--- config.mk ---
export PLATFORM = sky130hd
export DESIGN_NAME = primitive_assembler
export DESIGN_NICKNAME = d
export VERILOG_FILES = /design/src/rtl/raster_pkg.sv /design/src/rtl/tri_area.sv /design/src/rtl/primitive_assembler.sv
export SDC_FILE = /design/constraint.sdc
export NUM_CORES = 1
export LEC_CHECK = 0
export CAP_MARGIN = 30
export CELL_PAD_IN_SITES_DETAIL_PLACEMENT = 1
export CELL_PAD_IN_SITES_GLOBAL_PLACEMENT = 2
export CORE_ASPECT_RATIO = 0.8
export CORE_MARGIN = 1.5
export CORE_UTILIZATION = 36
export CTS_BUF_LIST = sky130_fd_sc_hd__clkbuf_4
export CTS_CLUSTER_SIZE = 14
export DETAILED_ROUTE_END_ITERATION = 16
export PLACE_DENSITY_LB_ADDON = 0.15
export SYNTH_ARGS = -nofsm -noshare
export SYNTH_HDL_FRONTEND = slang
export SYNTH_SLANG_ARGS = --single-unit
--- constraint.sdc ---
create_clock -name i_clk -period 2.2 [get_ports i_clk]
set_input_delay 0.44 -clock i_clk [delete_from_list [all_inputs] [get_ports i_clk]]
set_output_delay 0.44 -clock i_clk [all_outputs]
set_load 0.02 [all_outputs]
--- src/rtl/raster_pkg.sv ---
// Shared types for the primitive assembler: topology and state encodings,
// the packed vertex layout used by vertex_fifo, and screen x/y offsets.
// Optional feature macro: PRIM_ASM_CULL_EN (adds the CULL state).
package raster_pkg;

   typedef enum logic [1:0] {
      TOPO_LIST  = 2'd0,
      TOPO_STRIP = 2'd1,
      TOPO_FAN   = 2'd2
   } topo_e;

`ifdef PRIM_ASM_CULL_EN
   typedef enum logic [1:0] {
      ST_IDLE  = 2'd0,
      ST_FETCH = 2'd1,
      ST_EMIT  = 2'd2,
      ST_CULL  = 2'd3
   } asm_state_e;
`else
   typedef enum logic [1:0] {
      ST_IDLE  = 2'd0,
      ST_FETCH = 2'd1,
      ST_EMIT  = 2'd2
   } asm_state_e;
`endif

   typedef struct packed {
      logic [15:0] x;
      logic [15:0] y;
      logic [7:0]  z;
      logic [31:0] u;
      logic [31:0] v;
   } vertex_t;

   localparam int X_LSB_C = 88;
   localparam int Y_LSB_C = 72;

   // Mode 3 is reserved and behaves as a plain list.
   function automatic topo_e decode_mode(input logic [1:0] m);
      topo_e t;
      case (m)
         2'd1:    t = TOPO_STRIP;
         2'd2:    t = TOPO_FAN;
         default: t = TOPO_LIST;
      endcase
      return t;
   endfunction

endpackage

--- src/rtl/tri_area.sv ---
// Combinational screen-space signed area (twice the triangle area).
// Positive result means counter-clockwise winding in emit order.
module tri_area #(
   parameter int COORD_W = 16
) (
   input  logic signed [COORD_W-1:0]   x0,
   input  logic signed [COORD_W-1:0]   y0,
   input  logic signed [COORD_W-1:0]   x1,
   input  logic signed [COORD_W-1:0]   y1,
   input  logic signed [COORD_W-1:0]   x2,
   input  logic signed [COORD_W-1:0]   y2,
   output logic signed [2*COORD_W+2:0] area
);

   localparam int DW = COORD_W + 1;
   localparam int PW = 2*COORD_W + 2;

   logic signed [DW-1:0] dx1;
   logic signed [DW-1:0] dy1;
   logic signed [DW-1:0] dx2;
   logic signed [DW-1:0] dy2;
   logic signed [PW-1:0] p0;
   logic signed [PW-1:0] p1;

   // Edge differences, products and their difference, each one bit wider than needed to avoid overflow.
   always_comb begin
      dx1  = $signed({x1[COORD_W-1], x1}) - $signed({x0[COORD_W-1], x0});
      dy1  = $signed({y1[COORD_W-1], y1}) - $signed({y0[COORD_W-1], y0});
      dx2  = $signed({x2[COORD_W-1], x2}) - $signed({x0[COORD_W-1], x0});
      dy2  = $signed({y2[COORD_W-1], y2}) - $signed({y0[COORD_W-1], y0});
      p0   = $signed({{(PW-DW){dx1[DW-1]}}, dx1}) * $signed({{(PW-DW){dy2[DW-1]}}, dy2});
      p1   = $signed({{(PW-DW){dx2[DW-1]}}, dx2}) * $signed({{(PW-DW){dy1[DW-1]}}, dy1});
      area = $signed({p0[PW-1], p0}) - $signed({p1[PW-1], p1});
   end

endmodule

--- src/rtl/primitive_assembler.sv ---
// Pops vertices from vertex_fifo and groups them into list/strip/fan
// triangles, emitted as {v0,v1,v2} on a valid/ready port.
// Optional macro PRIM_ASM_CULL_EN adds back-face/degenerate culling.
module primitive_assembler
   import raster_pkg::*;
#(
   parameter int VERTEX_W = 104,
   parameter int X_LSB    = 88,
   parameter int Y_LSB    = 72,
   parameter int COORD_W  = 16,
   parameter int CNT_W    = 32
) (
   input  logic                  i_clk,
   input  logic                  i_rst_n,
   input  logic [1:0]            i_mode,
   input  logic                  i_restart,
   output logic                  o_fifo_re,
   input  logic [VERTEX_W-1:0]   i_fifo_data,
   input  logic                  i_fifo_empty,
   output logic                  o_tri_valid,
   input  logic                  i_tri_ready,
   output logic [3*VERTEX_W-1:0] o_tri_data,
   output logic [CNT_W-1:0]      o_prim_count,
   output logic [CNT_W-1:0]      o_cull_count
);

   asm_state_e          state;
   logic [1:0]          vcnt;
   logic                parity;
   topo_e               mode_q;
   logic                restart_pend;
   logic [VERTEX_W-1:0] slot0;
   logic [VERTEX_W-1:0] slot1;
   logic [VERTEX_W-1:0] slot2;

   logic [VERTEX_W-1:0] ord0;
   logic [VERTEX_W-1:0] ord1;
   logic [VERTEX_W-1:0] ord2;

   logic                adv_clear;
   logic [VERTEX_W-1:0] adv_slot0;
   logic [VERTEX_W-1:0] adv_slot1;
   logic [1:0]          adv_vcnt;
   logic                adv_parity;

   // Reads are only issued from IDLE, never from an empty FIFO, and never while in reset.
   assign o_fifo_re = i_rst_n & (state == ST_IDLE) & ~i_fifo_empty;

   // Emit order for a triangle completed by the vertex arriving this cycle; odd strip triangles swap v0/v1.
   always_comb begin
      ord2 = i_fifo_data;
      if (parity && (mode_q == TOPO_STRIP)) begin
         ord0 = slot1;
         ord1 = slot0;
      end else begin
         ord0 = slot0;
         ord1 = slot1;
      end
   end

   // Slot/count/parity after a triangle leaves (emitted or culled); a pending restart wins over topology.
   always_comb begin
      adv_clear  = restart_pend | i_restart;
      adv_slot0  = slot0;
      adv_slot1  = slot1;
      adv_vcnt   = 2'd0;
      adv_parity = 1'b0;
      if (!adv_clear) begin
         case (mode_q)
            TOPO_STRIP: begin
               adv_slot0  = slot1;
               adv_slot1  = slot2;
               adv_vcnt   = 2'd2;
               adv_parity = ~parity;
            end
            TOPO_FAN: begin
               adv_slot1  = slot2;
               adv_vcnt   = 2'd2;
               adv_parity = parity;
            end
            default: begin
               adv_vcnt   = 2'd0;
               adv_parity = 1'b0;
            end
         endcase
      end else begin
         adv_vcnt   = 2'd0;
         adv_parity = 1'b0;
      end
   end

`ifdef PRIM_ASM_CULL_EN
   logic signed [2*COORD_W+2:0] area_c;
   logic signed [2*COORD_W+2:0] area_q;
   logic [CNT_W-1:0]            cull_count;
   logic                        cull_hit;

   tri_area #(
      .COORD_W (COORD_W)
   ) u_tri_area (
      .x0   (ord0[X_LSB +: COORD_W]),
      .y0   (ord0[Y_LSB +: COORD_W]),
      .x1   (ord1[X_LSB +: COORD_W]),
      .y1   (ord1[Y_LSB +: COORD_W]),
      .x2   (ord2[X_LSB +: COORD_W]),
      .y2   (ord2[Y_LSB +: COORD_W]),
      .area (area_c)
   );

   // Zero or negative area is either clockwise or degenerate.
   assign cull_hit     = area_q[2*COORD_W+2] | (area_q == '0);
   assign o_cull_count = cull_count;
`else
   assign o_cull_count = {CNT_W{1'b0}};
`endif

   // Assembler FSM with registered triangle outputs and statistics counters.
   always_ff @(posedge i_clk or negedge i_rst_n) begin
      if (!i_rst_n) begin
         state        <= ST_IDLE;
         vcnt         <= 2'd0;
         parity       <= 1'b0;
         mode_q       <= TOPO_LIST;
         restart_pend <= 1'b0;
         slot0        <= {VERTEX_W{1'b0}};
         slot1        <= {VERTEX_W{1'b0}};
         slot2        <= {VERTEX_W{1'b0}};
         o_tri_valid  <= 1'b0;
         o_tri_data   <= {(3*VERTEX_W){1'b0}};
         o_prim_count <= {CNT_W{1'b0}};
`ifdef PRIM_ASM_CULL_EN
         area_q       <= '0;
         cull_count   <= {CNT_W{1'b0}};
`endif
      end else begin
         case (state)
            ST_IDLE: begin
               if (i_restart) begin
                  vcnt   <= 2'd0;
                  parity <= 1'b0;
               end
               if (o_fifo_re) begin
                  state <= ST_FETCH;
               end else begin
                  state <= ST_IDLE;
               end
            end

            ST_FETCH: begin
               if (i_restart) begin
                  // The vertex in flight starts a fresh primitive.
                  slot0  <= i_fifo_data;
                  mode_q <= decode_mode(i_mode);
                  vcnt   <= 2'd1;
                  parity <= 1'b0;
                  state  <= ST_IDLE;
               end else begin
                  case (vcnt)
                     2'd0: begin
                        slot0  <= i_fifo_data;
                        mode_q <= decode_mode(i_mode);
                     end
                     2'd1:    slot1 <= i_fifo_data;
                     default: slot2 <= i_fifo_data;
                  endcase
                  vcnt <= vcnt + 2'd1;
                  if (vcnt == 2'd2) begin
                     o_tri_data <= {ord0, ord1, ord2};
`ifdef PRIM_ASM_CULL_EN
                     area_q     <= area_c;
                     state      <= ST_CULL;
`else
                     o_tri_valid <= 1'b1;
                     state       <= ST_EMIT;
`endif
                  end else begin
                     state <= ST_IDLE;
                  end
               end
            end

`ifdef PRIM_ASM_CULL_EN
            ST_CULL: begin
               if (cull_hit) begin
                  if (cull_count != {CNT_W{1'b1}}) begin
                     cull_count <= cull_count + {{(CNT_W-1){1'b0}}, 1'b1};
                  end
                  slot0        <= adv_slot0;
                  slot1        <= adv_slot1;
                  vcnt         <= adv_vcnt;
                  parity       <= adv_parity;
                  restart_pend <= 1'b0;
                  state        <= ST_IDLE;
               end else begin
                  o_tri_valid <= 1'b1;
                  if (i_restart) begin
                     restart_pend <= 1'b1;
                  end
                  state <= ST_EMIT;
               end
            end
`endif

            ST_EMIT: begin
               if (i_tri_ready) begin
                  o_tri_valid  <= 1'b0;
                  o_prim_count <= o_prim_count + {{(CNT_W-1){1'b0}}, 1'b1};
                  slot0        <= adv_slot0;
                  slot1        <= adv_slot1;
                  vcnt         <= adv_vcnt;
                  parity       <= adv_parity;
                  restart_pend <= 1'b0;
                  state        <= ST_IDLE;
               end else begin
                  if (i_restart) begin
                     restart_pend <= 1'b1;
                  end
               end
            end

            default: begin
               state <= ST_IDLE;
            end
         endcase
      end
   end

endmodule

==> summary.txt, run 1 <==
Setup path
  – Max stage delay on crit path: 0.38 ns
  – Crit path kind: reg2out
  – Crit path DAT: 1.86 ns
  – Crit-path cells: inv_2 > ha_4 > nand2_4 > nor2_4 > buf_6
  – Crit path required time: 1.76 ns
  – Worst R2R Start: state[1]
  – Worst Path Max Fanout: 2
  – CP endpoint kind: output port
  – Worst setup path startpoint: state[0]
  – Startpoint Class: register
  – Max stage delay cell, worst path: dfrtp_1

STA
  – Slew Viols, Final: 0
  – Clk_skew: 0.0684 ns
  – Final period util: 104%
  – Least-Margin Pin Slew: 1.01 ns
  – Tmin final: 2.30 ns
  – Min Hold Slack: 0.170 ns
  – Final WS setup: -0.0953 ns
  – Final Setup Violations: 1
  – Fmax: 436 MHz
  – Final hold vios: 0
  – Worst slew margin: 32.6%
  – Unrepaired setup endpoints after global routing: true
  – Setup_tns: -0.0953 ns

Floorplan
  – Std-Cell Rows: 92
  – Core ar.: 78900 µm²
  – IO Count: 489
  – Starting density of the core: 36.4%
  – Die Height: 255 µm
  – Die Area: 81400 µm²
  – Chip width: 319 µm

Drt
  – Vias: 21500
  – Initial drt markers: 830
  – WL final: 82800 µm
  – Via density: 4.91
  – WL/cell: 18.9 µm
  – DRC: 0
  – First drt pass iteration count: 5
  – Antenna Nets Post-Route: 0

Yosys
  – Post-synth top area share: 58.0%
  – Register bit count reported by yosys: 665
  – Mapped Cells: 2593
  – Adder-Cell Fraction of Synth Area: 0.480%
  – Synth Area in Compound Gates: 11.2%
  – Mean Syn Cell Area: 11.1 µm²
  – Mux share of post-synthesis cell area: 15.6%
  – Sequential-to-total area share from yosys stat: 58.0%
  – Number of synthesized flops with an enable pin: 0
  – Post-Synth XOR/XNOR Area: 0.947%
  – Distinct cells, synth: 38
  – Post-Syn Area: 28700 µm²
  – Yosys warns: 0
  – Largest family of logic cells by synthesized area: multiplexers
  – Synth area leaders: dfrtp_1 58%, mux2_2 8.3%, mux2i_1 7.3%
  – Yosys top cell by area: dfrtp_1
  – Asr flop ratio synth: 100%
  – Simple-Gate Fraction of Synth Area: 9.45%
  – Prevailing post-synth register cell: dfrtp_1

Global routing
  – Pin count of the biggest net entering global routing: 169
  – Total gr overflow: 0
  – Antenna violations before repair: 5
  – Number of global-route vias before repair: 23100
  – First-pass GRT wire length: 132000 µm
  – GRT Total Usage: 20.4%

Flow run
  – Max-cap violations: 0

Clock tree
  – CTS tree: yes
  – Clock Latency Late Sink: 0.99 ns
  – Htree depth: 4
  – TritonCTS Buffers: 177
  – Longest Clk Path Bufs: 3
  – Clock transition at path regs: 0.07 ns
  – TritonCTS Sinks: 665
  – Root Buffer: clkbuf_4

Pwr
  – Static leakage power: 19.1 nW
  – PwrDens: 786 nW/µm²
  – Peak VDD IR: 402 µV

Placement
  – Pre-CTS setup slack: -0.121 ns
  – Number of port buffers: 456
  – DP HPWL: 55900 µm
  – GPL Wtd Cong: 0.778
  – Area after DPL: 34700 µm²
  – Placed cells: 4003

Status
  – Outcome: finished, violations left
  – Failing checks: negative setup slack

Min path
  – HP Start: i_fifo_data[12]
  – Hold crit path type: in2reg

Layout
  – Syn-to-layout area delta: 25.6%
  – Post-route cell area: 36000 µm²
  – Fin cells: 4372
  – Nets: 3340
  – Layout cells sized above 1: 29.9%
[metal layers]
layer | GRT usage [%] | up-vias | part of all wire (%)
met5 | 0 | - | 0.012
met4 | 7.88 | 2 | 2.5
met3 | 5.26 | 140 | 4.8
met2 | 32.4 | 426 | 47
met1 | 26.8 | 10700 | 46
li1 | - | 10200 | -
[area by class of cell]
cell class | instances | area, µm²
Fill cell | 8814 | 42800
Clock inverter | 24 | 205
Antenna cell | 7 | 17.5
Tap cell | 1034 | 1290
Timing Repair Buffer | 622 | 4750
Multi-Input combinational cell | 1742 | 11100
Clock buffer | 268 | 2010
Inverter | 10 | 37.5
Sequential cell | 665 | 16700
[critical path: cells and delay by family, from the launching register on]
family,cells,cell delay [ns]
fa+ha+maj,1,0.16
buf+inv,2,0.22
flops,1,0.38
simple gates,2,0.16
[cell families (layout without fill, tap and decap cells)]
group | Yosys count | after routing
AOI/OAI and AO/OA | 638 | 638
xor gates and xnor gates | 31 | 31
adders and majority gates | 11 | 11
buffers and inverters | 217 | 924
DFF | 665 | 665
muxes | 421 | 421
other | 1 | 39
and+or+nand+nor | 609 | 609
[state kept, by name, indices dropped and copies added (netlist names)]
signal,count
slot0,104
vcnt,2
mode_q,2
o_prim_count,32
o_tri_data,312
restart_pend,1
slot1,104
o_tri_valid,1
slot2,104
parity,1
state,2
[placed cells by master (no fill, tap or decap), types with 8 or more instances in the layout]
cell,n
dfrtp_1,656
buf_2,339
nand2_1,328
a21oi_1,315
o21ai_0,297
clkbuf_4,268
mux2_2,211
mux2i_1,210
nor2_1,117
clkdlybuf4s50_1,109
nor2b_1,104
buf_4,91
buf_12,35
dlygate4sd3_1,34
conb_1,32
xnor2_1,23
o21ai_1,20
clkinv_1,15
nand4_1,14
nand3_1,12
dfrtp_2,9
buf_6,8
[stage by stage]
step | utilization [%] | total power, mW
floorplan | - | 16.0
global placement | 44.0 | 17.3
detailed placement | 44.0 | 17.5
CTS | 45.4 | 28.9
global route | 45.7 | 30.1
finish | 45.7 | 28.3
[cells in the mapped netlist (14+ instances only)]
cell and count:
a21oi_1 315, buf_2 89, buf_4 51, clkbuf_1 48, dfrtp_1 665, mux2_2 211, mux2i_1 210, nand2_1 330
nand4_1 14, nor2_1 118, nor2b_1 104, o21ai_0 297, o21ai_1 20, xnor2_1 24
[repair_timing]
item	in CTS	in global routing
hold endpoints to repair	718	0
endpoints found under the setup margin	346	250
resized for setup	1480	9
hold buffers	34	0
setup buffers	27	6
pin swaps	2	7
gates cloned	0	3
[worst paths after layout]
path | end | slack, ns | cells after the start
worst max-delay path | o_fifo_re | -0.1 | 5
worst min-delay path | o_tri_data[12] | 0.17 | 2
worst max register to register | slot2[78] | 0.10 | 8
worst min register to register | o_prim_count[31] | 0.47 | 1
max in group asynchronous | o_tri_data[141] | 0.19 | 4
min in group asynchronous | o_prim_count[13] | 1.05 | 4
[power by group]
group	switching (mW)	internal (mW)	leakage [nW]
Sequential	0.940	13.3	8.72
Clock	5.12	5.94	1.33
Combinational	1.61	1.35	9.04
Note: power is estimated with default switching activity, not from simulation.
==> run 2: changes to the inputs <==
CORE_UTILIZATION = 38   (was 36)
clock period = 2.7 ns   (was 2.2 ns; I/O delays follow)
==> run 2 against run 1 <==
The run now ends clean. Register-to-register slack improved by 0.41 ns. Wire length is 4.8% lower. Critical path depth down 4. Via count is 1.6% lower. Utilization rose by 3.9 points. Sequential power decreased by 19%. Clock-buffer cell count up 18. Total power shrank 18%. Sequential share of layout area is 0.94 points lower. Highest routed layer unchanged.
==> summary.txt, run 2 (same netlist as run 1, synthesis figures left out) <==
Placement
  – Area after DPL: 34400 µm²
  – Pre-CTS setup slack: 0.121 ns
  – Number of port buffers: 456
  – GPL Wtd Cong: 0.775
  – DP HPWL: 53400 µm

Layout
  – Most frequent cells in the layout: 665 x dfrtp_1, 412 x clkdlybuf4s50_1, 328 x nand2_1
  – Reg area: 16600 µm²
  – Nets: 3243
  – Layout cells sized above 1: 18.2%
  – Commonest non-fill, non-tap cell in the layout: dfrtp_1
  – Multi-input logic area: 11000 µm²
  – Biggest register: o_tri_data
  – Syn-to-layout area delta: 28.2%
  – Max reg flops: 312
  – FILL cells: 8123
  – Post-route cell area: 36700 µm²

Pwr
  – NetSw: 6.25 mW
  – Static leakage power: 18.2 nW
  – PwrDens: 631 nW/µm²
  – Peak VDD IR: 403 µV
  – Combinational fraction of design power: 10.3%
  – Seq pwr share: 50.2%
  – Pint: 16.9 mW
  – Sw Share: 26.9%
  – Clk pwr share: 39.5%

Min path
  – Hold EP: mode_q[0]
  – HP Start: i_mode[0]
  – Hold crit path type: in2reg
  – Worst Hold Depth: 3

Setup path
  – Crit path DAT: 2.03 ns
  – Buf/Inv on CP: 1
  – Crit-path cells: clkdlybuf4s50_1
  – Crit path required time: 2.16 ns
  – Max stage delay on crit path: 0.65 ns
  – CP endpoint kind: output port
  – Reg2Reg Depth: 9
  – Startpoint Class: register
  – Worst setup path startpoint: o_tri_data[249]
  – RR Endpoint: slot1[27]
  – Max stage delay cell, worst path: clkdlybuf4s50_1
  – CP top delay family: buffers and inverters
  – Worst R2R Start: state[0]
  – Crit path kind: reg2out
  – R2R setup slack: 0.51 ns
  – Worst Path Max Fanout: 2
  – Crit. path cell count: 1

Global routing
  – First-pass GRT wire length: 126000 µm
  – Total gr overflow: 0
  – Antenna violations before repair: 6
  – Number of global-route vias before repair: 22400
  – GRT Total Usage: 20.8%
  – Pin count of the biggest net entering global routing: 167

Clock tree
  – Clock transition at path regs: 0.07 ns
  – TritonCTS Sinks: 665
  – Longest Clk Path Bufs: 3
  – Htree depth: 4
  – Root Buffer: clkbuf_4
  – CTS tree: yes
  – TritonCTS Buffers: 178
  – Clock Latency Late Sink: 1.00 ns

Floorplan
  – IO Count: 489
  – Starting density of the core: 38.7%
  – Std-Cell Rows: 89
  – Die Height: 249 µm
  – Die Area: 77100 µm²
  – Chip width: 310 µm
  – Core ar.: 74200 µm²

Drt
  – First drt pass iteration count: 4
  – Initial drt markers: 877
  – Antenna Nets Post-Route: 0
  – WL final: 78800 µm
  – Vias: 21100
  – DRC: 0
  – Via density: 4.95
  – WL/cell: 18.5 µm

Status
  – Outcome: completed

STA
  – Least-Margin Pin Slew: 1.04 ns
  – Clk_skew: 0.0491 ns
  – Slew Viols, Final: 0
  – Worst slew margin: 30.5%
  – Final Setup Violations: 0
  – Final hold vios: 0
  – Final WS setup: 0.130 ns
  – Tmin final: 2.57 ns
  – Fmax: 389 MHz
  – Setup_tns: 0 ns
  – Final period util: 95.2%

Flow run
  – Max-cap violations: 0
-- run 2: layout make-up --
class / instances / area share (%)
flip-flops and latches: 665 / 45.3
diodes: 8 / 0.0545
inverters: 10 / 0.102
multi-input cells: 1742 / 30.0
clock inverters: 29 / 0.480
well taps: 1001 / 3.41
clock buffers: 286 / 5.84
repair buffers: 524 / 14.8
-- run 2: worst max-delay path by stage --
stage               slack (ns)              end
floorplan                 0.84        slot1[10]
global placement          0.19        o_fifo_re
detailed placement        0.12        slot0[10]
CTS                      0.002  o_tri_data[212]
global route            -0.004        o_fifo_re
finish                    0.13  o_tri_data[249]
-- run 2: stage by stage --
stage	total power [mW]	std cells	utilization [%]	hold WS [ns]
3_5_place_dp	14.2	3936	46.3	0.357
6_report	23.2	4265	49.5	0.168
5_1_grt	24.6	4259	49.5	0.0678
3_3_place_gp	14.1	3936	46.3	0.356
2_1_floorplan	13.1	2624	-	0.244
4_1_cts	23.6	4256	49.5	0.0289
-- run 2: repair_timing --
action                     in CTS  in global routing
pin swaps                       2                  2
gates resized for setup        53                  3
setup buffers                   3                  1
setup endpoints to repair      41                  3
hold endpoints to repair      311                  0
hold buffers                    2                  0
-- run 2: power groups by stage --
stage	Sequential, mW	Clock, mW	Combinational (mW)
6_report	11.6	9.16	2.38
5_1_grt	11.8	10.1	2.70
4_1_cts	11.6	9.57	2.44
3_5_place_dp	11.8	0	2.41
3_3_place_gp	11.8	0	2.30
2_1_floorplan	11.7	0	1.37
-- run 2: metal layers --
| metal | share of wire (%) | vias to the layer above | global-route usage [%] |
|---|---|---|---|
| met5 | 0.034 | - | 0 |
| met4 | 2.1 | 4 | 7.30 |
| met3 | 5.5 | 126 | 5.72 |
| met2 | 48 | 431 | 33.1 |
| met1 | 45 | 10500 | 27.0 |
| li1 | - | 10100 | - |
==> RTL change (config.mk and constraints of run 2) <==
The 3 states of `asm_state_e` get a one-hot encoding in 3 bits.
--- a/src/rtl/raster_pkg.sv
+++ b/src/rtl/raster_pkg.sv
@@ -17,10 +17,10 @@
       ST_CULL  = 2'd3
    } asm_state_e;
 `else
-   typedef enum logic [1:0] {
-      ST_IDLE  = 2'd0,
-      ST_FETCH = 2'd1,
-      ST_EMIT  = 2'd2
+   typedef enum logic [2:0] {
+      ST_IDLE  = 3'b001,
+      ST_FETCH = 3'b010,
+      ST_EMIT  = 3'b100
    } asm_state_e;
 `endif
 
Behaviour: no difference found for any inputs over 4 cycles, from zero or initial values and one cycle with i_rst_n low; so few cycles prove little.
==> RTL change against run 2 <==
Die area rose by 1.7%. Clock power decreased by 1%. Via count grew 12%. Largest cell class unchanged. Wire length up 16%. Sequential cell count rose by 1. Area after synthesis grew 1.7%. Critical endpoint is now o_tri_data[198]. Clock skew decreased by 0.0058 ns. Setup slack worse by 0.014 ns. Power fell by 3.9%. Cell area rose by 2.3%.
==> RTL change: results (changes against run 2) <==
Route
  • Wire length per cell: 19.5 µm (+5.6%)
  • Overall routed net length: 91,800 µm (+16%)
  • DRT iter0 DRCs: 1,238 (+41%)
  • Vias per Instance: 5.02 (+1.3%)
  • Pre-antenna DRT Iters: 5 (+1)

Finish
  • Largest register FFs: 312 (unchanged)
  • Fraction of final layout cells sized beyond drive strength 1: 17.7% (-0.49 points)
  • Register bank with the most flops: o_tri_data
  • Fill cells: 8,554 (+5.3%)
  • Layout net count: 3,673 (+13%)

Synth
  • Ys async rst share: 100% (unchanged)
  • Syn Area/Cell: 9.65 µm² (-13%)
  • Synth warn: 0 (unchanged)
  • Sequential-to-total area share from yosys stat: 57.1% (-0.90 points)
  • Main synth FF type: dfrtp_1
  • Synth unique cells: 45 (+18%)
  • Synth top cells by count: 1,265 x nand2_1, 665 x dfrtp_1, 253 x mux2_2
  • Ranking of synthesized cells by area: dfrtp_1 57%, nand2_1 16%, mux2_2 9.8%, a31oi_1 4.5%, nor2_1 2.9%

Place
  • Cell Area, Placed: 35,300 µm² (+2.6%)
  • DP Cell Count: 4,381 (+11%)
  • Final HPWL DP: 60,400 µm (+13%)
  • Gpl congestion: 0.776 (+0.13%)
  • # port buffers: 456 (unchanged)

Critical path
  • Critical Path AT: approximately 2.0 ns
  • Slowest stage cell, crit path: clkdlybuf4s50_1
  • Crit path launch: o_tri_data[198]
  • CP max FO: 2 (unchanged)
  • CP endpoint: o_tri_data[198]
  • Reg2reg start: mode_q[0]
  • CP delay by family, top: buffers and inverters
  • R2R Setup Slk: 0.23 ns (-0.28 ns)
  • Worst r2r path cells: 7 (-2)
  • Reg2reg end: slot1[43]
  • Slowest Stage Delay on Critical Path: 0.70 ns (+0.05 ns)

Global routing
  • Antenna violations before repair: 5 (-1)
  • Grt met3 use: 5.51% (-0.21 points)
  • First-pass GRT wire length: 146,000 µm (+16%)
  • Vias in the first global route: 25,800 (+15%)
  • Met2 usage: 39.7% (+6.6 points)
  • Total grt overflow: 0 (unchanged)
  • Met1 Use GR: 30.0% (+3.0 points)
  • Tot GR Track Use: 23.7% (+3.0 points)
  • Largest net degree at the start of global routing: 135 (-19%)

Status
  • Run status: finished clean

Clock tree
  • Root buf cell: clkbuf_4
  • Worst skew pair latency: roughly 1 ns
  • Max H-tree Level: 4 (unchanged)
  • Worst-path clk slew: about 0.060 ns
  • Clock Tree Buf Depth: 3 (unchanged)
  • Clock buffer count from CTS: 176 (-1.1%)

Worst hold path
  • Worst hold path class: input port to asynchronous set/reset pin

Pwr
  • Logic power comb: 1.91 mW (-20%)
  • Max VDD drop: 0.339 mV (-16%)
  • Reg power frac: 50.7% (+0.5 points)
  • Sw Share: 25.9% (-1.0 points)
  • LEAKAGE: 18.6 nW (+2.2%)

STA
  • Hold_ws: 0.138 ns (-0.0307 ns)
  • Worst Tran Pin Value: 0.850 ns (-0.193 ns)
  • Skew final: 0.0433 ns (-0.00579 ns)
  • Max Slew Vio Count: 0 (unchanged)
## RTL change: changes by cell type after synthesis, moves of 104 or more
| cell | delta |
|---|---|
| o21ai_0 | -293 |
| mux2i_1 | -209 |
| nor2_1 | +104 |
| nor2b_1 | -104 |
| a31oi_1 | +209 |
| nand2_1 | +935 |
| a21oi_1 | -310 |
## RTL change: timing repair
action | 4_1_cts | 5_1_grt
resized for setup | 78 | 2
hold buffers | 6 | 0
setup buffers | 2 | 2
setup endpoints to repair | 70 | 2
pin swaps | 0 | 1
endpoints found under the hold margin | 459 | 0
gates cloned | 0 | 0
## RTL change: final cells by class
type	instances	area, µm²	share of cell area (%)
inverters	9	33.8	0.0899
well taps	1012	1270	3.37
flip-flops and latches	666	16700	44.3
clock buffers	282	2120	5.63
clock inverters	25	146	0.389
diodes	7	17.5	0.0466
repair buffers	545	5830	15.5
multi-input cells	2158	11500	30.6
## RTL change: per-layer routing
layer | up-vias | share of wire, %
li1 | 11000 | -
met1 | 12000 | 44
met2 | 480 | 49
met3 | 152 | 4.6
met4 | 2 | 2.5
met5 | - | 0.0098
## RTL change: kinds of logic after synthesis
| kind of cell | share of synthesized area (%) |
|---|---|
| adder cells (fa/ha/maj) | 0.257 |
| AO/OA/AOI/OAI | 4.74 |
| other | 0.0129 |
| multiplexers | 12.2 |
| buffers and inverters | 3.96 |
| AND/OR/NAND/NOR | 20.7 |
| XOR/XNOR | 0.931 |
| flip-flops | 57.1 |
## RTL change: per-stage QoR
step / setup TNS, ns / power, mW / setup slack [ns]
after floorplan: 0 / 12.4 / 0.493
after global placement: -1.93 / 13.2 / -0.0875
after detailed placement: -1.63 / 13.4 / -0.0791
after CTS: -0.0304 / 22.7 / -0.0304
after global routing: -0.0916 / 23.4 / -0.0207
final: 0 / 22.3 / 0.116
